## config.mk

```make
export PLATFORM = sky130hd
export DESIGN_NAME = fp_addsub_pipe
export DESIGN_NICKNAME = d
export VERILOG_FILES = /design/src/rtl/fp_pkg.sv /design/src/rtl/fp_lzc.sv /design/src/rtl/fp_addsub_pipe.sv
export SDC_FILE = /design/constraint.sdc
export NUM_CORES = 1
export LEC_CHECK = 0
export CAP_MARGIN = 10
export CELL_PAD_IN_SITES_DETAIL_PLACEMENT = 0
export CELL_PAD_IN_SITES_GLOBAL_PLACEMENT = 1
export CORE_ASPECT_RATIO = 2
export CORE_MARGIN = 4
export CORE_UTILIZATION = 40
export DETAILED_ROUTE_END_ITERATION = 10
export PLACE_DENSITY_LB_ADDON = 0.15
export SYNTH_ARGS = -nofsm -noshare
export SYNTH_HDL_FRONTEND = slang
export SYNTH_HIERARCHICAL = 1
export SYNTH_SLANG_ARGS = --single-unit
```

## constraint.sdc

```tcl
create_clock -name clk -period 15.5 [get_ports clk]
set_input_delay 3.1 -clock clk [delete_from_list [all_inputs] [get_ports clk]]
set_output_delay 3.1 -clock clk [all_outputs]
set_load 0.03 [all_outputs]
```

## src/rtl/fp_pkg.sv

```systemverilog
// ----------------------------------------------------------------------------
// fp_pkg
// Shared definitions for the pipelined floating-point adder/subtractor.
//   - default field widths (exponent, mantissa, tag)
//   - operand class encoding (zero / normal / infinity / NaN)
//   - operand classifier and canonical quiet-NaN builder
//   - width-independent control structs carried by the pipeline stages
// No ports (package).
// ----------------------------------------------------------------------------
package fp_pkg;

    localparam int FP_EXP_W = 8;
    localparam int FP_MAN_W = 23;
    localparam int FP_TAG_W = 4;

    typedef enum logic [1:0] {
        CLS_ZERO = 2'd0,
        CLS_NORM = 2'd1,
        CLS_INF  = 2'd2,
        CLS_NAN  = 2'd3
    } fp_class_e;

    // Control bits held alongside the stage-1 datapath registers.
    typedef struct packed {
        logic valid;
        logic special;   // result already resolved (NaN/Inf/zero operand)
        logic sign;      // sign of the larger-magnitude operand
        logic eff_sub;   // effective signs differ -> subtract magnitudes
    } fp_s1_ctrl_t;

    // Control bits held alongside the stage-2 datapath registers.
    typedef struct packed {
        logic valid;
        logic special;
        logic sign;
    } fp_s2_ctrl_t;

    // Subnormals (exp == 0) deliberately classify as zero.
    function automatic fp_class_e fp_classify(input logic exp_zero,
                                              input logic exp_ones,
                                              input logic man_zero);
        if (exp_zero)
            return CLS_ZERO;
        else if (exp_ones)
            return man_zero ? CLS_INF : CLS_NAN;
        else
            return CLS_NORM;
    endfunction

    // Canonical quiet NaN: sign 0, exponent all ones, only mantissa MSB set.
    // Returned zero-extended to 64 bits; callers slice to their width.
    function automatic logic [63:0] fp_qnan(input int exp_w, input int man_w);
        logic [63:0] r;
        r = ((64'd1 << exp_w) - 64'd1) << man_w;
        r = r | (64'd1 << (man_w - 1));
        return r;
    endfunction

endpackage

```

## src/rtl/fp_lzc.sv

```systemverilog
// ----------------------------------------------------------------------------
// fp_lzc
// Parametrised leading-zero counter. Counts zeros from the MSB down to the
// first set bit; an all-zero input returns N.
// Ports:
//   in_i    [N-1:0]   value to scan
//   count_o [CW-1:0]  number of leading zeros, CW = $clog2(N+1)
// ----------------------------------------------------------------------------
module fp_lzc #(
    parameter int N  = 28,
    parameter int CW = $clog2(N + 1)
) (
    input  logic [N-1:0]  in_i,
    output logic [CW-1:0] count_o
);

    // Scanning upward lets the highest set bit win.
    always_comb begin
        count_o = CW'(N);
        for (int i = 0; i < N; i++) begin
            if (in_i[i])
                count_o = CW'(N - 1 - i);
        end
    end

endmodule

```

## src/rtl/fp_addsub_pipe.sv

```systemverilog
// ----------------------------------------------------------------------------
// fp_addsub_pipe
// Three-stage pipelined floating-point adder/subtractor with valid/ready
// handshake and global-stall backpressure.
//   stage 1: classify, resolve specials, order by magnitude, align smaller
//   stage 2: add/subtract significands, count leading zeros
//   stage 3: normalise, round, detect overflow/underflow, pack
// Build option: define FP_ADD_RNE_EN for round-to-nearest-even; otherwise
// the guard/round/sticky bits are discarded (truncation).
// Ports:
//   clk, rst              clock, asynchronous active-high reset
//   in_valid / in_ready   operand handshake
//   in_a, in_b            operands {sign, exp, man}
//   in_op                 0 = A+B, 1 = A-B
//   in_tag                sideband tag, returned unchanged on out_tag
//   out_valid / out_ready result handshake
//   out_sum               result
//   out_ovf               result overflowed to +/-Inf
//   out_unf               nonzero result flushed to +/-0
// ----------------------------------------------------------------------------
module fp_addsub_pipe
    import fp_pkg::*;
#(
    parameter int EXP_W = FP_EXP_W,
    parameter int MAN_W = FP_MAN_W,
    parameter int TAG_W = FP_TAG_W
) (
    input  logic                   clk,
    input  logic                   rst,
    input  logic                   in_valid,
    output logic                   in_ready,
    input  logic [EXP_W+MAN_W:0]   in_a,
    input  logic [EXP_W+MAN_W:0]   in_b,
    input  logic                   in_op,
    input  logic [TAG_W-1:0]       in_tag,
    output logic                   out_valid,
    input  logic                   out_ready,
    output logic [EXP_W+MAN_W:0]   out_sum,
    output logic [TAG_W-1:0]       out_tag,
    output logic                   out_ovf,
    output logic                   out_unf
);

    localparam int FW   = 1 + EXP_W + MAN_W;
    localparam int SW   = MAN_W + 4;            // {hidden, man, G, R, S}
    localparam int SUMW = MAN_W + 5;            // SW plus carry
    localparam int AW   = 2 * MAN_W + 4;        // alignment shift window
    localparam int ZW   = $clog2(SUMW + 1);
    localparam int EW   = ((EXP_W > ZW) ? EXP_W : ZW) + 2;  // signed exponent
    localparam int RW   = MAN_W + 2;
    localparam logic [FW-1:0]    QNAN     = FW'(fp_qnan(EXP_W, MAN_W));
    localparam logic [EW-1:0]    EMAX     = EW'((1 << EXP_W) - 1);
    localparam logic [EXP_W-1:0] EXP_ONES = '1;
`ifdef FP_ADD_RNE_EN
    localparam logic RNE_EN = 1'b1;
`else
    localparam logic RNE_EN = 1'b0;
`endif

    logic en;

    // ---------------- stage 1: unpack / classify / align ----------------
    logic             sign_a, sign_b;
    logic [EXP_W-1:0] exp_a, exp_b, l_exp, s_exp, exp_diff;
    logic [MAN_W-1:0] man_a, man_b, l_man, s_man;
    fp_class_e        cls_a, cls_b;
    logic             swap, spec_d;
    logic [FW-1:0]    spec_val_d;
    logic [31:0]      shamt;
    logic [AW-1:0]    aligned;
    logic [SW-1:0]    l_sig_d, s_sig_d;

    assign sign_a = in_a[FW-1];
    assign exp_a  = in_a[FW-2 -: EXP_W];
    assign man_a  = in_a[MAN_W-1:0];
    assign sign_b = in_b[FW-1] ^ in_op;          // subtraction = add negated B
    assign exp_b  = in_b[FW-2 -: EXP_W];
    assign man_b  = in_b[MAN_W-1:0];
    assign cls_a  = fp_classify(exp_a == '0, exp_a == '1, man_a == '0);
    assign cls_b  = fp_classify(exp_b == '0, exp_b == '1, man_b == '0);

    always_comb begin
        spec_d     = 1'b1;
        spec_val_d = '0;
        if (cls_a == CLS_NAN || cls_b == CLS_NAN ||
            (cls_a == CLS_INF && cls_b == CLS_INF && sign_a != sign_b))
            spec_val_d = QNAN;
        else if (cls_a == CLS_INF)
            spec_val_d = {sign_a, exp_a, man_a};
        else if (cls_b == CLS_INF)
            spec_val_d = {sign_b, exp_b, man_b};
        else if (cls_a == CLS_ZERO && cls_b == CLS_ZERO)
            spec_val_d = {sign_a & sign_b, {(FW-1){1'b0}}};
        else if (cls_a == CLS_ZERO)
            spec_val_d = {sign_b, exp_b, man_b};
        else if (cls_b == CLS_ZERO)
            spec_val_d = {sign_a, exp_a, man_a};
        else
            spec_d = 1'b0;
    end

    assign swap     = {exp_b, man_b} > {exp_a, man_a};
    assign l_exp    = swap ? exp_b : exp_a;
    assign l_man    = swap ? man_b : man_a;
    assign s_exp    = swap ? exp_a : exp_b;
    assign s_man    = swap ? man_a : man_b;
    assign exp_diff = l_exp - s_exp;
    // Beyond MAN_W+3 the smaller operand only contributes to sticky.
    assign shamt    = (32'(exp_diff) > 32'(MAN_W + 3)) ? 32'(MAN_W + 3) : 32'(exp_diff);
    assign aligned  = {1'b1, s_man, {(MAN_W+3){1'b0}}} >> shamt;
    assign s_sig_d  = {aligned[AW-1 -: MAN_W+3], |aligned[MAN_W:0]};
    assign l_sig_d  = {1'b1, l_man, 3'b000};

    fp_s1_ctrl_t      s1_ctrl_q;
    logic [EXP_W-1:0] s1_exp_q;
    logic [SW-1:0]    s1_l_q, s1_s_q;
    logic [FW-1:0]    s1_spec_q;
    logic [TAG_W-1:0] s1_tag_q;

    always_ff @(posedge clk or posedge rst) begin
        if (rst) begin
            s1_ctrl_q <= '0;
            s1_exp_q  <= '0;
            s1_l_q    <= '0;
            s1_s_q    <= '0;
            s1_spec_q <= '0;
            s1_tag_q  <= '0;
        end else if (en) begin
            s1_ctrl_q <= '{valid: in_valid, special: spec_d,
                           sign: swap ? sign_b : sign_a, eff_sub: sign_a ^ sign_b};
            s1_exp_q  <= l_exp;
            s1_l_q    <= l_sig_d;
            s1_s_q    <= s_sig_d;
            s1_spec_q <= spec_val_d;
            s1_tag_q  <= in_tag;
        end
    end

    // ---------------- stage 2: add / subtract, leading zeros ----------------
    logic [SUMW-1:0] sum_d;
    logic [ZW-1:0]   lzc_d;

    // |L| >= |S| so the difference never goes negative.
    assign sum_d = s1_ctrl_q.eff_sub ? ({1'b0, s1_l_q} - {1'b0, s1_s_q})
                                     : ({1'b0, s1_l_q} + {1'b0, s1_s_q});

    fp_lzc #(.N(SUMW), .CW(ZW)) u_lzc (
        .in_i    (sum_d),
        .count_o (lzc_d)
    );

    fp_s2_ctrl_t      s2_ctrl_q;
    logic [EXP_W-1:0] s2_exp_q;
    logic [SUMW-1:0]  s2_sum_q;
    logic [ZW-1:0]    s2_lzc_q;
    logic [FW-1:0]    s2_spec_q;
    logic [TAG_W-1:0] s2_tag_q;

    always_ff @(posedge clk or posedge rst) begin
        if (rst) begin
            s2_ctrl_q <= '0;
            s2_exp_q  <= '0;
            s2_sum_q  <= '0;
            s2_lzc_q  <= '0;
            s2_spec_q <= '0;
            s2_tag_q  <= '0;
        end else if (en) begin
            s2_ctrl_q <= '{valid: s1_ctrl_q.valid, special: s1_ctrl_q.special,
                           sign: s1_ctrl_q.sign};
            s2_exp_q  <= s1_exp_q;
            s2_sum_q  <= sum_d;
            s2_lzc_q  <= lzc_d;
            s2_spec_q <= s1_spec_q;
            s2_tag_q  <= s1_tag_q;
        end
    end

    // ---------------- stage 3: normalise / round / pack ----------------
    logic [SW-1:0]    norm;
    logic [EW-1:0]    e_norm, e_fin;
    logic             round_up;
    logic [RW-1:0]    rnd;
    logic [MAN_W-1:0] man_fin;
    logic [FW-1:0]    res_d;
    logic             ovf_d, unf_d;

    always_comb begin
        // lzc counts the carry position too, so a clear carry means lzc >= 1
        // and the hidden bit is reached by shifting left lzc-1.
        if (s2_sum_q[SUMW-1]) begin
            norm   = {s2_sum_q[SUMW-1:2], s2_sum_q[1] | s2_sum_q[0]};
            e_norm = EW'(s2_exp_q) + EW'(1);
        end else begin
            norm   = s2_sum_q[SW-1:0] << (s2_lzc_q - 1'b1);
            e_norm = EW'(s2_exp_q) - EW'(s2_lzc_q) + EW'(1);
        end
        round_up = RNE_EN & norm[2] & (norm[1] | norm[0] | norm[3]);
        rnd      = {1'b0, norm[SW-1:3]} + RW'(round_up);
        if (rnd[RW-1]) begin
            e_fin   = e_norm + EW'(1);
            man_fin = rnd[MAN_W:1];
        end else begin
            e_fin   = e_norm;
            man_fin = rnd[MAN_W-1:0];
        end

        ovf_d = 1'b0;
        unf_d = 1'b0;
        if (s2_ctrl_q.special) begin
            res_d = s2_spec_q;
        end else if (s2_sum_q == '0) begin
            res_d = '0;                                   // exact cancellation
        end else if (!e_fin[EW-1] && e_fin >= EMAX) begin
            res_d = {s2_ctrl_q.sign, EXP_ONES, {MAN_W{1'b0}}};
            ovf_d = 1'b1;
        end else if (e_fin[EW-1] || e_fin == '0) begin
            res_d = {s2_ctrl_q.sign, {(FW-1){1'b0}}};
            unf_d = 1'b1;
        end else begin
            res_d = {s2_ctrl_q.sign, e_fin[EXP_W-1:0], man_fin};
        end
    end

    logic             out_valid_q, out_ovf_q, out_unf_q;
    logic [FW-1:0]    out_sum_q;
    logic [TAG_W-1:0] out_tag_q;

    always_ff @(posedge clk or posedge rst) begin
        if (rst) begin
            out_valid_q <= 1'b0;
            out_sum_q   <= '0;
            out_tag_q   <= '0;
            out_ovf_q   <= 1'b0;
            out_unf_q   <= 1'b0;
        end else if (en) begin
            out_valid_q <= s2_ctrl_q.valid;
            out_sum_q   <= res_d;
            out_tag_q   <= s2_tag_q;
            out_ovf_q   <= ovf_d;
            out_unf_q   <= unf_d;
        end
    end

    // Whole pipe stalls together while the output is held; bubbles stay put.
    assign en        = !out_valid_q || out_ready;
    assign in_ready  = en;
    assign out_valid = out_valid_q;
    assign out_sum   = out_sum_q;
    assign out_tag   = out_tag_q;
    assign out_ovf   = out_ovf_q;
    assign out_unf   = out_unf_q;

endmodule

```

# After elaboration in Yosys (flattened, before gate mapping)
# Cells that the tools add are included.
# totals
ff_bits,218
latchBits,0
mem_bits_rw,0
romBits,0
input_bits,73
out_inout_bits,40
elab_cells,130
n_memories,0
# op_classes
n_addsub,7
n_mul,0
div_mod_pow,0
n_lt_le_gt_ge,3
n_eq_ne,7
shift,2
mux,66
n_bitwise,4
reduce_logical,19
# ops
operator,n
$mux W32,8
$mux W5,16
$mux W31,2
$shr A50 B8 Y50,1
$logic_not A23 Y1,2
$mux W23,2
$mux W4,8
$gt A31 B31 Y1,1
$add A27 B27 Y28,1
$logic_not A28 Y1,1
$mux W28,1
$sub A27 B27 Y28,1
$shl A27 B5 Y26,1
$mux W26,1
$mux W8,3
$reduce_or A24 Y1,1
$eq A8 B8 Y1 const B,2
$logic_not A8 Y1,2
$mux W1,16
$mux W3,4
$add A9 B2 Y10 const B,1
$ge A10 B8 Y1 const B,1
$logic_not A10 Y1,1
$mux W10,1
15 further kinds,30

# Depth between registers and ports, before layout
# Gate-level depths: netlist (run 1).
# depth
ltp_word,30
ltp_mapped,30
mapped_depth_nobuf,24

# Hierarchy
# The synthesis (run 1) kept the hierarchy.
# by_module_without_submodules
module,n_inst,cells_per_inst,area_each_um2,seq_area_each_um2
fp_addsub_pipe,1,2167,16686.0,5455.2
fp_lzc,1,60,336.6,0.0

# Least setup slack after synthesis (run 1)
# No wires, ideal clock.
# synth_path
path_kind,input-to-reg
from,in in_a[24]
to,reg s1_s_q[0]
setup_time_ps,131
arrival_ps,8941
required_ps,15369
path_slack_ps,6427
cell_stages,28
path_buffers,6
cell_sequence,clkbuf_1 > inv_1 > ha_1 > nand4_1 > and4bb_4 > a311oi_1 > a22oi_1 > nand2_1 > clkbuf_1 > buf_1 > mux2i_1 > ha_1 > clkbuf_1 > clkinv_1 > and3_1 > o22ai_1 > nand4_1 > nor3_1 > buf_2 > buf_2 > a211oi_1 > or2_1 > a222oi_1 > nand2_1 > o21ai_2 > nand4_1 > o31a_1 > or3_1
# synth_via
elab_chain_cells,7
word_cells_on_any_way,9
classes_between,add/sub (1); order compare (2); shift (1); mux (4); reduce/logical (1)
# synth_rtl
item,line_no,text
from (decl),fp_addsub_pipe.sv:32,"input logic [EXP_W+MAN_W:0] in_a,"
$gt A31 B31 Y1,fp_addsub_pipe.sv:102,"assign swap = {exp_b, man_b} > {exp_a, man_a};"
$mux W8 (on tied branches),"fp_addsub_pipe.sv:103, fp_addsub_pipe.sv:105",
$sub A8 B8 Y8,fp_addsub_pipe.sv:107,assign exp_diff = l_exp - s_exp;
$gt A8 B5 Y1,fp_addsub_pipe.sv:109,assign shamt = (32'(exp_diff) > 32'(MAN_W + 3)) ? 32'(MAN_W + 3) : 32'(exp_diff);
$mux W8,fp_addsub_pipe.sv:109,
$shr A50 B8 Y50 *,fp_addsub_pipe.sv:110,"assign aligned = {1'b1, s_man, {(MAN_W+3){1'b0}}} >> shamt;"
$reduce_or A24 Y1 *,fp_addsub_pipe.sv:111,"assign s_sig_d = {aligned[AW-1 -: MAN_W+3], |aligned[MAN_W:0]};"
to (signal assigned),fp_addsub_pipe.sv:133,s1_s_q <= s_sig_d;
to (decl),fp_addsub_pipe.sv:116,"logic [SW-1:0] s1_l_q, s1_s_q;"
# Every way passes the cells marked *; elsewhere a longest branch is shown, timed or not.
# A chain may end at the register's enable or synchronous reset.

# Worst setup path after layout (run 1)
# layout_path
from,in in_a[23]
to,reg s1_s_q[0]
# Same word-level chain as after synthesis.

==> results of run 1 <==
-- cells in the mapped netlist, drive strengths merged (39+ instances only) --
library cell and instances:
o211ai 41, a21oi 91, o21ai 158, nor2 243
a22oi 47, inv 107, nand2 470, ha 90
nand3 42, a31oi 48, nor3 39, clkbuf 110
dfrtp 218
-- flip-flops by register name, summed over array words and instances (netlist names), 5 cells and up --
| signal | count |
|---|---|
| out_sum | 32 |
| s1_spec_q | 32 |
| s2_spec_q | 32 |
| s2_sum_q | 28 |
| s1_s_q | 27 |
| s1_l_q | 24 |
| s1_exp_q | 8 |
| s2_exp_q | 8 |
| s2_lzc_q | 5 |
-- metrics by stage --
step | cell area [sq um] | total power (uW) | util [%] | setup slack, ns
3_3_place_gp | 18500 | 2910 | 44.2 | 4.56
2_1_floorplan | 17000 | 2210 | - | 6.43
3_5_place_dp | 18500 | 2930 | 44.2 | 4.48
4_1_cts | 19200 | 3470 | 45.8 | 5.02
6_report | 19300 | 3460 | 45.9 | 4.93
5_1_grt | 19300 | 3690 | 45.9 | 4.54
-- layout by cell type, fill, tap and decap left out, drive strengths merged, types with 13 or more instances in the layout --
cell,netlist,layout
a221oi,35,35
clkdlybuf4s50,0,112
nor3,39,39
nand2,470,470
nand3,42,42
a211oi,31,31
inv,107,110
mux2,22,22
buf,33,33
nor2b,16,16
nor4,29,29
nand4,20,20
a21oi,91,91
xor2,16,16
a31oi,48,48
and3,13,13
mux2i,31,31
a22oi,47,47
a21o,15,15
dfrtp,218,218
xnor2,28,28
o21ai,158,158
nor2,243,243
or3,14,14
clkbuf,110,29
o22ai,20,20
ha,90,90
a22o,17,17
and2,15,15
o211ai,41,41
-- final timing paths --
check	slack, ns	start	to
setup / recovery	4.93	in_a[23]	s1_s_q[0]
hold / removal	0.47	s1_tag_q[2]	s1_tag_q[2]
setup reg to reg	9.66	s1_s_q[3]	s2_lzc_q[0]
hold reg to reg	0.47	s1_tag_q[2]	s1_tag_q[2]
max in group asynchronous	10.22	rst	s1_s_q[25]
min in group asynchronous	3.05	rst	out_tag[0]
-- final cells by class --
cell class / instances / area [sq um] / area share [%]
multi-input combinational: 1757 / 10600 / 55.1
sequential: 218 / 5460 / 28.3
timing repair buffer: 145 / 1410 / 7.32
tap: 540 / 676 / 3.51
clock buffer: 29 / 606 / 3.15
inverter: 109 / 422 / 2.19
clock inverter: 8 / 85.1 / 0.442
-- kinds of logic after synthesis --
family	count (synthesis)	synth area share (%)
adders and majority gates	92	6.85
DFF	218	32.0
xor gates and xnor gates	44	2.26
and+or+nand+nor	946	24.3
buffers and inverters	252	5.92
AOI/OAI and AO/OA	613	24.1
muxes	62	4.47
-- power groups by stage --
stage / registers (uW) / clock network, uW / logic, uW
2_1_floorplan: 924 / 0 / 1290
5_1_grt: 924 / 559 / 2210
3_5_place_dp: 915 / 0 / 2010
4_1_cts: 905 / 541 / 2020
6_report: 907 / 526 / 2030
3_3_place_gp: 909 / 0 / 2000
-- routing by layer --
| layer | share of wire (%) | track usage (%) | up-vias |
|---|---|---|---|
| li1 | - | - | 8014 |
| met1 | 35 | 30.1 | 8079 |
| met2 | 53 | 54.0 | 566 |
| met3 | 3.7 | 2.22 | 203 |
| met4 | 8.9 | 20.9 | 2 |
| met5 | 0.019 | 0 | - |
-- worst min-delay path: cells and delay by family, from the launching register on --
family	cells	cell delay [ns]
and+or+nand+nor	2	0.09
DFF	1	0.34
==> results.txt, run 1 <==
----------------------------------------------------
[Route]
  Remaining number of nets flagged by the antenna check after routing ... 0
  Total length of routed wires ... 69100 um
  Via count ... 16900
  Drt first pass iters ... 5
  Avg WL per Cell ... 24.6 um
  1st-iter DRT viols ... 1134
  Via-per-instance ratio ... 6.01
  # DRC ... 0

[Worst setup path]
  Crit-path leading delay family ... simple AND/OR/NAND/NOR gates
  Worst setup path class ... in2reg
  Critical Path Fanout Max ... 19
  Type of origin of the critical path ... input pin
  Slowest stage cell, crit path ... sky130_fd_sc_hd__a222oi_1
  Critical Path Stages ... 25
  Logic depth of the worst register-to-register path ... 23
  Worst path bufs/invs ... 4
  Required time of the critical path ... 15.89 ns
  Element type at the critical path end ... flip-flop
  Crit-path max cell delay ... 0.82 ns
  Worst Path Arrival ... 10.96 ns

[Clock tree]
  Post-cts resize count ... 0
  Clock network latency to the later pin of the worst-skew pair ... 0.52 ns
  CTS tree ... yes
  Number of sinks driven by the clock tree ... 218
  Clock Pin Slew Worst Setup and Hold Paths ... 0.07 ns
  H-Tree Depth ... 1
  Number of hold buffers added after CTS ... 0
  CTS Buf Count ... 21
  Cell chosen for the clock root ... sky130_fd_sc_hd__clkbuf_16
  Buffer levels on the longest clock path ... 3
  Number of buffers inserted by post-CTS setup repair ... 0

[Pwr]
  Worst voltage drop across the vdd grid ... 0.0862 mV
  Leakage power summed over all cells ... 0.00838 uW
  Switching Fraction ... 49.7%
  Sequential share of power ... 26.2%
  Power share of the clock group ... 15.2%
  PD cells ... 180 mW/mm^2
  Design internal power ... 1740 uW
  Switching Power ... 1720 uW
  Share of total power in combinational logic ... 58.6%

[Global route]
  Global routing usage summed across all routing layers ... 29.0%
  Via count of the first global-routing pass ... 16800
  Largest net degree at the start of global routing ... 78
  Number of antenna violations at the first check in global routing ... 1
  Total congestion overflow ... 0
  First-pass GRT wire length ... 103000 um

[Cells and area]
  Share of final-layout standard cells stronger than drive strength 1 ... 5.87%
  Number of cells in the finished layout apart from fillers ... 2806
  Layout Area Growth over Synthesis ... 13.1%
  Final net count ... 2417
  Antenna diodes ... 0
  Fill cells ... 4449

[Hold path]
  Hold Crit Class ... reg2reg
  Cell count of the worst hold path ... 2

[Synth]
  Syn Nets ... 2392
  Flops & latches, synth ... 218
  Cell taking the most area after synthesis ... sky130_fd_sc_hd__dfrtp_1
  Number of enable flip-flop cells after synthesis ... 0
  Count of different cell masters after synthesis ... 90
  Synth warnings ... 6
  Fraction of synthesized cell area taken by the top area cell type ... 32.0%
  Syn Std Cell Area ... 0.0170 sq mm
  Async set-or-reset flop fraction in the synthesized netlist ... 100%
  Dominant cells by area after synthesis ... sky130_fd_sc_hd__dfrtp_1, sky130_fd_sc_hd__nand2_1, sky130_fd_sc_hd__ha_1
  Synthesized instance count ... 2227
  Mean post-synth cell area ... 7.64 sq um
  Leading register cell type out of synthesis ... sky130_fd_sc_hd__dfrtp_1
  Sequential cell area fraction in the yosys report ... 32.0%

[Placed design]
  Routability Congestion ... 1.13
  Number of placed instances with taps included ... 2767
  # port buffers ... 112
  Detailed placement HPWL ... 54100 um

[STA]
  Max-slew violation count ... 0
  Fraction of the cycle the final worst path needs ... 68.2%
  Worst slew margin relative to its limit ... 24.6%
  Worst hold-check slack ... 0.465 ns
  Worst clock skew ... 0.0170 ns
  Final setup fails ... 0
  Worst Tran Pin Value ... 1.12 ns
  Max frequency ... 94.6 MHz
  Summed negative setup slack over all endpoints ... 0 ns
  Min Tclk post-route ... 10.57 ns
  Final-report hold violation count ... 0
  Unrepaired setup endpoints after global routing ... no

[Floorplanning]
  IO Count ... 113
  Initial standard-cell utilization of the core ... 40.6%
  Floorplan core area ... 0.0419 sq mm
  Width of the die ... 154 um
  Die Footprint ... 0.0461 sq mm
  Row Count ... 106
  Die Y ... 300 um

[Run status]
  Status ... complete, no violations

[Run]
  Number of violations of the max-capacitance limit ... 0

----------------------------------------------------
(Power assumes the default switching activity.)
==> inputs of run 2 (changes only) <==
clock period = 9.65 ns   (was 15.5 ns; I/O delays follow)
==> run 2 against run 1 <==
Compared with the run above: sequential power grew 59%; combinational power grew 62%; die area is the same; global-route usage grew 0.29 points; setup slack lost 3.7 ns; cell area grew 0.68%; clock skew shrank 0.0017 ns; critical path type unchanged.
==> results.txt, run 2 (synthesis gave the netlist of run 1 again) <==
----------------------------------------------------
[Run status]
  Status ... complete, no violations

[Floorplanning]
  Initial standard-cell utilization of the core ... 40.6% (unchanged)
  IO Count ... 113 (unchanged)
  Floorplan core area ... 0.0419 sq mm (unchanged)
  Die Y ... 300 um (unchanged)
  Row Count ... 106 (unchanged)
  Die Footprint ... 0.0461 sq mm (unchanged)
  Width of the die ... 154 um (unchanged)

[Worst setup path]
  Worst setup path class ... in2reg
  Worst reg2reg path startpoint ... s1_l_q[3]
  Crit-path max cell delay ... 0.85 ns (+0.03 ns)
  Worst Path Arrival ... 8.87 ns (-2.09 ns)
  R2R setup slack ... 3.78 ns (-5.88 ns)
  Logic depth of the worst register-to-register path ... 22 (-4.3%)
  Type of origin of the critical path ... input pin
  Slowest stage cell, crit path ... sky130_fd_sc_hd__clkdlybuf4s50_1
  Element type at the critical path end ... flip-flop
  Ordered list of cells on the worst path ... clkdlybuf4s50_1, inv_1, ha_1, nand4_1, and4bb_4, nand3_2, a22oi_1, nand2_2, mux2i_1, ha_1, clkinv_1, nor2_1, and3b_1, o22ai_1, and3_1, and3_1, nor3_2, buf_4, a22o_1, o21ai_0, a41oi_1, o32ai_1, a31oi_1, or3_1
  Required time of the critical path ... 10.05 ns (-5.84 ns)
  Critical Path Fanout Max ... 14 (-5)
  Critical Path Start ... in_a[24]
  Worst setup endpoint ... s1_s_q[0]
  End of the worst register-to-register path ... s2_lzc_q[0]
  Worst path bufs/invs ... 4 (unchanged)
  Critical Path Stages ... 24 (-4.0%)
  Crit-path leading delay family ... simple AND/OR/NAND/NOR gates

[STA]
  Max-slew violation count ... 0 (unchanged)
  Worst clock skew ... 0.0153 ns (-0.00169 ns)
  Fraction of the cycle the final worst path needs ... 87.7%
  Summed negative setup slack over all endpoints ... 0 ns (unchanged)
  Worst Tran Pin Value ... 1.14 ns (+0.0178 ns)
  Unrepaired setup endpoints after global routing ... no
  Worst slew margin relative to its limit ... 24.0% (-0.67 points)
  Final-report hold violation count ... 0 (unchanged)
  Final setup fails ... 0 (unchanged)
  Min Tclk post-route ... 8.46 ns
  Max frequency ... 118 MHz

[Hold path]
  Cell count of the worst hold path ... 2 (unchanged)
  Hold Crit Class ... reg2reg

[Cells and area]
  Area occupied by multi-input gates ... 0.0106 sq mm (unchanged)
  Sequential cell area ... 0.00546 sq mm (unchanged)
  Commonest cells after routing, fill and taps aside ... sky130_fd_sc_hd__nand2_1, sky130_fd_sc_hd__nor2_1, sky130_fd_sc_hd__dfrtp_1
  Antenna diodes ... 0 (unchanged)
  Layout Area Growth over Synthesis ... 13.9%
  Commonest non-fill, non-tap cell in the layout ... sky130_fd_sc_hd__nand2_1
  Fill cells ... 4350 (-2.2%)
  Final net count ... 2433 (+0.66%)
  Share of final-layout standard cells stronger than drive strength 1 ... 6.53% (+0.66 points)

[Global route]
  Number of antenna violations at the first check in global routing ... 0 (-1)
  First-pass GRT wire length ... 104000 um (+0.90%)
  Global routing usage summed across all routing layers ... 29.3% (+0.29 points)
  Via count of the first global-routing pass ... 16800 (+0.20%)
  Total congestion overflow ... 0 (unchanged)
  Largest net degree at the start of global routing ... 152 (+95%)

[Pwr]
  Sequential share of power ... 25.8% (-0.4 points)
  Design internal power ... 2790 uW (+60%)
  Power share of the clock group ... 15.0% (-0.2 points)
  Design Power ... 5550 uW (+60%)
  Worst voltage drop across the vdd grid ... 0.126 mV (+46%)
  Switching Power ... 2760 uW (+60%)
  Switching Fraction ... 49.7% (about the same)
  Leakage power summed over all cells ... 0.00844 uW (+0.79%)
  Share of total power in combinational logic ... 59.1% (+0.5 points)
  PD cells ... 286 mW/mm^2 (+59%)

[Clock tree]
  Number of hold buffers added after CTS ... 0 (unchanged)
  Clock Pin Slew Worst Setup and Hold Paths ... 0.07 ns (about the same)
  Clock network latency to the later pin of the worst-skew pair ... 0.53 ns (about the same)
  CTS tree ... yes
  Post-cts resize count ... 0 (unchanged)
  H-Tree Depth ... 1 (unchanged)
  Number of sinks driven by the clock tree ... 218 (unchanged)
  Buffer levels on the longest clock path ... 3 (unchanged)
  Cell chosen for the clock root ... sky130_fd_sc_hd__clkbuf_16
  Number of buffers inserted by post-CTS setup repair ... 0 (unchanged)
  CTS Buf Count ... 20 (-4.8%)

[Route]
  # DRC ... 0 (unchanged)
  Drt first pass iters ... 6 (+1)
  Remaining number of nets flagged by the antenna check after routing ... 0 (unchanged)
  Total length of routed wires ... 70000 um (+1.3%)
  Via-per-instance ratio ... 6.00 (-0.14%)
  Avg WL per Cell ... 24.8 um (+0.71%)
  1st-iter DRT viols ... 1245 (+9.8%)
  Via count ... 16900 (+0.43%)

[Placed design]
  Detailed placement HPWL ... 54500 um (+0.89%)
  # port buffers ... 112 (unchanged)
  Routability Congestion ... 1.01 (-10%)

[Run]
  Number of violations of the max-capacitance limit ... 0 (unchanged)

----------------------------------------------------
run 2: layer usage:
| layer | wire length [um] | track usage [%] |
|---|---|---|
| met1 | 24700 | 30.6 |
| met2 | 37500 | 55.7 |
| met3 | 2330 | 1.63 |
| met4 | 5550 | 19.3 |
| met5 | 0 | 0 |
run 2: how the worst min path moves through the flow:
| stage | from | end | slack [ns] |
|---|---|---|---|
| after floorplan | s2_ctrl_q[2] | s2_ctrl_q[2] | 0.43 |
| after global placement | s2_ctrl_q[2] | s2_ctrl_q[2] | 0.44 |
| after detailed placement | s2_ctrl_q[2] | s2_ctrl_q[2] | 0.45 |
| after CTS | s2_ctrl_q[2] | s2_ctrl_q[2] | 0.46 |
| after global routing | s2_ctrl_q[0] | s2_ctrl_q[0] | 0.49 |
| final | s2_ctrl_q[2] | s2_ctrl_q[2] | 0.46 |
run 2: power by group through the flow:
stage / Clock (uW) / Sequential [uW] / Combinational [uW]
6_report: 834 / 1440 / 3280
4_1_cts: 859 / 1430 / 3270
3_3_place_gp: 0 / 1440 / 3240
2_1_floorplan: 0 / 1480 / 2070
3_5_place_dp: 0 / 1450 / 3260
5_1_grt: 891 / 1460 / 3550
run 2: cell type report:
class | instances | area share (%)
clock buffer | 25 | 2.78
multi-input combinational | 1757 | 54.7
clock inverter | 11 | 0.729
sequential | 218 | 28.1
tap | 540 | 3.49
inverter | 109 | 2.18
timing repair buffer | 162 | 7.99
run 2: through the flow:
step	cells	instance area [sq um]	hold slack, ns	utilization, %	worst slack (ns)
after floorplan	2227	17000	0.430	-	1.75
after global placement	2784	18600	0.444	44.5	0.791
after detailed placement	2784	18600	0.447	44.5	0.740
after CTS	2820	19300	0.463	46.1	1.27
after global routing	2822	19400	0.487	46.2	0.912
final	2822	19400	0.458	46.2	1.19
run 2: worst reg2reg max path, cell delays in order (launching register included):
cell                        delay (ns)
sky130_fd_sc_hd__dfrtp_1          0.41
sky130_fd_sc_hd__ha_1             0.34
sky130_fd_sc_hd__nor4b_1          0.26
sky130_fd_sc_hd__o21ai_0          0.17
sky130_fd_sc_hd__a21boi_0         0.24
sky130_fd_sc_hd__o21a_1           0.16
sky130_fd_sc_hd__o21a_1           0.12
sky130_fd_sc_hd__o21ai_0          0.16
sky130_fd_sc_hd__a2111oi_0        0.95
sky130_fd_sc_hd__o31ai_1          0.27
sky130_fd_sc_hd__o21ai_0          0.33
sky130_fd_sc_hd__o41ai_1          0.15
sky130_fd_sc_hd__o21ai_0          0.39
sky130_fd_sc_hd__a211oi_1         0.14
sky130_fd_sc_hd__nor3b_1          0.25
sky130_fd_sc_hd__xor2_1           0.54
sky130_fd_sc_hd__inv_1            0.09
sky130_fd_sc_hd__a21oi_1          0.20
sky130_fd_sc_hd__o21ai_0          0.10
sky130_fd_sc_hd__nor3_1           0.21
sky130_fd_sc_hd__a21oi_1          0.12
sky130_fd_sc_hd__nand2_1          0.07
sky130_fd_sc_hd__o21ai_0          0.09
==> inputs of run 3 (changes only) <==
ABC_AREA = 1   (was default)
==> run 3 against run 2 <==
Compared with the run above: critical path depth rose by 10; non-clock buffer count shrank 25; setup slack gained 1.4 ns; die area down 0.26%; routed wire length shrank 6.2%; via count grew 0.94%; register-to-register slack better by 1.2 ns; sequential share of layout area is 0.35 points higher; core utilization is 0.56 points lower; clock power grew 5.2%.
==> results.txt, run 3 <==
----------------------------------------------------
[Run status]
  Status ... complete, no violations

[Cells and area]
  Layout Area Growth over Synthesis ... 12.8%
  Antenna diodes ... 0 (unchanged)
  Commonest cells after routing, fill and taps aside ... sky130_fd_sc_hd__nand2_1, sky130_fd_sc_hd__inv_1, sky130_fd_sc_hd__o21ai_0
  Number of cells in the finished layout apart from fillers ... 3092 (+9.6%)
  Fill cells ... 4498 (+3.4%)
  Util after Layout ... 45.7% (-0.56 points)
  Post-route cell area ... 0.0191 sq mm (-1.2%)
  Share of final-layout standard cells stronger than drive strength 1 ... 3.92% (-2.6 points)
  Final net count ... 2703 (+11%)
  Commonest non-fill, non-tap cell in the layout ... sky130_fd_sc_hd__nand2_1

[Clock tree]
  Clock Pin Slew Worst Setup and Hold Paths ... 0.07 ns (about the same)
  CTS Buf Count ... 21 (+5.0%)
  CTS tree ... yes
  Clock network latency to the later pin of the worst-skew pair ... 0.52 ns (about the same)
  Buffer levels on the longest clock path ... 3 (unchanged)
  H-Tree Depth ... 1 (unchanged)
  Number of buffers inserted by post-CTS setup repair ... 0 (unchanged)
  Number of sinks driven by the clock tree ... 218 (unchanged)
  Number of hold buffers added after CTS ... 0 (unchanged)
  Post-cts resize count ... 0 (unchanged)
  Cell chosen for the clock root ... sky130_fd_sc_hd__clkbuf_16

[Synth]
  Synthesized-area fraction occupied by and/or/nand/nor cells ... 29.8% (+5.4 points)
  Synthesized-area fraction occupied by ao, oa, aoi and oai cells ... 18.2% (-5.9 points)
  Sequential cell area fraction in the yosys report ... 32.1% (+0.087 points)
  Adder-cell share of the synthesized area ... 6.87% (+0.019 points)
  Syn Std Cell Area ... 0.0170 sq mm (-0.27%)
  Main combinational cell family by area after synthesis ... simple AND/OR/NAND/NOR gates
  Synth warnings ... 6 (unchanged)
  Syn Nets ... 2674 (+12%)
  Post-Synth XOR/XNOR Area ... 1.95% (-0.31 points)
  Dominant cells by area after synthesis ... sky130_fd_sc_hd__dfrtp_1, sky130_fd_sc_hd__nand2_1, sky130_fd_sc_hd__o21ai_0
  Mux share of post-synthesis cell area ... 1.12% (-3.3 points)
  Async set-or-reset flop fraction in the synthesized netlist ... 100% (unchanged)
  Count of different cell masters after synthesis ... 57 (-37%)
  Mean post-synth cell area ... 6.77 sq um (-11%)
  Number of enable flip-flop cells after synthesis ... 0 (unchanged)
  Leading register cell type out of synthesis ... sky130_fd_sc_hd__dfrtp_1
  Cell taking the most area after synthesis ... sky130_fd_sc_hd__dfrtp_1
  Fraction of synthesized cell area taken by the top area cell type ... 32.1% (+0.087 points)
  Most instantiated cells after synthesis ... sky130_fd_sc_hd__nand2_1, sky130_fd_sc_hd__inv_1, sky130_fd_sc_hd__o21ai_0, sky130_fd_sc_hd__dfrtp_1, sky130_fd_sc_hd__nand3_1
  Flops & latches, synth ... 218 (unchanged)
  Most repeated cell in the gate-level netlist after synthesis ... sky130_fd_sc_hd__nand2_1
  Synthesized instance count ... 2509 (+13%)

[Run]
  Number of violations of the max-capacitance limit ... 0 (unchanged)

[Worst setup path]
  Crit-path leading delay family ... simple AND/OR/NAND/NOR gates
  Element type at the critical path end ... flip-flop
  Most frequent cell on the critical path ... sky130_fd_sc_hd__nand2_1
  Worst setup path class ... in2reg
  Crit-path max cell delay ... 0.54 ns (-0.31 ns)
  Slowest stage cell, crit path ... sky130_fd_sc_hd__clkdlybuf4s50_1
  Required time of the critical path ... 10.06 ns (about the same)
  Worst path bufs/invs ... 4 (unchanged)
  Type of origin of the critical path ... input pin
  Critical Path Fanout Max ... 35 (+21)
  Worst Path Arrival ... 7.52 ns (-1.35 ns)

[STA]
  Max-slew violation count ... 0 (unchanged)
  Unrepaired setup endpoints after global routing ... no
  Summed negative setup slack over all endpoints ... 0 ns (unchanged)
  Worst Tran Pin Value ... 1.10 ns (-0.0365 ns)
  Min Tclk post-route ... 7.11 ns (-1.36 ns)
  Final-report hold violation count ... 0 (unchanged)
  Final setup fails ... 0 (unchanged)
  Worst clock skew ... 0.0167 ns (+0.00139 ns)
  Max frequency ... 141 MHz (+19%)
  Fraction of the cycle the final worst path needs ... 73.7% (-14 points)
  Worst slew margin relative to its limit ... 25.7% (+1.7 points)

[Floorplanning]
  Width of the die ... 154 um (-0.13%)
  Initial standard-cell utilization of the core ... 40.5% (-0.11 points)
  IO Count ... 113 (unchanged)
  Row Count ... 106 (unchanged)
  Die Footprint ... 0.0460 sq mm (-0.26%)
  Die Y ... 299 um (-0.13%)
  Floorplan core area ... 0.0419 sq mm (unchanged)

[Pwr]
  Share of total power in combinational logic ... 59.9% (+0.8 points)
  Leakage power summed over all cells ... 0.00947 uW (+12%)
  Design Power ... 5690 uW (+2.6%)
  Sequential share of power ... 24.7% (-1.1 points)
  Switching Power ... 2930 uW (+6.3%)
  Power share of the clock group ... 15.4% (+0.4 points)
  Worst voltage drop across the vdd grid ... 0.123 mV (-2.1%)
  PD cells ... 297 mW/mm^2 (+3.8%)
  Switching Fraction ... 51.5% (+1.8 points)
  Design internal power ... 2760 uW (-1.1%)

[Placed design]
  Detailed placement HPWL ... 52600 um (-3.5%)
  Routability Congestion ... 0.998 (-1.3%)
  Number of placed instances with taps included ... 3055 (+9.7%)
  # port buffers ... 112 (unchanged)
  Cell area reported after detailed placement ... 0.0184 sq mm (-1.2%)

[Route]
  # DRC ... 0 (unchanged)
  Total length of routed wires ... 65700 um (-6.2%)
  Via-per-instance ratio ... 5.53 (-7.9%)
  Avg WL per Cell ... 21.2 um (-14%)
  1st-iter DRT viols ... 1140 (-8.4%)
  Remaining number of nets flagged by the antenna check after routing ... 0 (unchanged)
  Via count ... 17100 (+0.94%)
  Drt first pass iters ... 6 (unchanged)

[Global route]
  Global routing usage summed across all routing layers ... 27.6% (-1.7 points)
  Number of antenna violations at the first check in global routing ... 1 (+1)
  Largest net degree at the start of global routing ... 103 (-32%)
  First-pass GRT wire length ... 98900 um (-4.7%)
  Total congestion overflow ... 0 (unchanged)
  Via count of the first global-routing pass ... 16800 (-0.17%)

[Hold path]
  Hold Crit Class ... reg2reg

----------------------------------------------------
-- run 3: per-layer routing --
metal / up-vias / share of wire, % / track usage, % / wire length [um]
met1: 7953 / 35 / 28.6 / 23000
li1: 8437 / - / - / -
met4: 0 / 9.1 / 19.9 / 5980
met3: 185 / 3.4 / 2.04 / 2220
met5: - / 0 / 0 / 0
met2: 520 / 52 / 51.5 / 34500
-- run 3: final timing paths --
path | cells after the start | startpoint | slack, ns | endpoint
max in group asynchronous | 3 | rst | 6.37 | s2_sum_q[16]
worst min-delay path | 2 | s1_spec_q[25] | 0.47 | s2_spec_q[25]
worst max register to register | 20 | s2_exp_q[0] | 4.99 | out_sum[15]
worst min register to register | 2 | s1_spec_q[25] | 0.47 | s2_spec_q[25]
min in group asynchronous | 2 | rst | 1.95 | s2_tag_q[3]
worst max-delay path | 34 | in_a[28] | 2.54 | s1_s_q[0]
-- run 3: cell families (layout without fill, tap and decap cells) --
group,after synthesis,in the layout
and+or+nand+nor,1186,1186
AOI/OAI and AO/OA,535,535
buffers and inverters,422,465
DFF,218,218
adders and majority gates,92,92
xor gates and xnor gates,37,37
muxes,19,19
-- run 3: stage by stage --
| step | worst slack, ns | hold slack, ns |
|---|---|---|
| 6_report | 2.54 | 0.473 |
| 5_1_grt | 2.11 | 0.497 |
| 4_1_cts | 2.61 | 0.474 |
| 3_5_place_dp | 2.07 | 0.453 |
| 3_3_place_gp | 2.03 | 0.446 |
| 2_1_floorplan | 1.76 | 0.440 |
-- run 3: power by group through the flow --
stage | Sequential [uW] | Combinational [uW] | Clock [uW]
2_1_floorplan | 1470 | 2160 | 0
3_3_place_gp | 1420 | 3380 | 0
3_5_place_dp | 1420 | 3400 | 0
4_1_cts | 1410 | 3410 | 900
5_1_grt | 1430 | 3760 | 934
6_report | 1410 | 3410 | 877
-- run 3: cell type report --
class | instances | area, sq um | area share (%)
timing repair buffer | 137 | 1310 | 6.84
clock buffer | 27 | 598 | 3.12
clock inverter | 10 | 116 | 0.608
tap | 540 | 676 | 3.53
multi-input combinational | 1869 | 9850 | 51.4
inverter | 291 | 1150 | 5.99
sequential | 218 | 5460 | 28.5
-- run 3: worst reg2reg max path: cells and delay by family (launching register included) --
| family | cells | cell delay (ns) |
|---|---|---|
| and+or+nand+nor | 9 | 1.60 |
| DFF | 1 | 0.40 |
| xor gates and xnor gates | 1 | 0.22 |
| buffers and inverters | 5 | 0.87 |
| adders and majority gates | 2 | 0.56 |
| AOI/OAI and AO/OA | 3 | 0.82 |
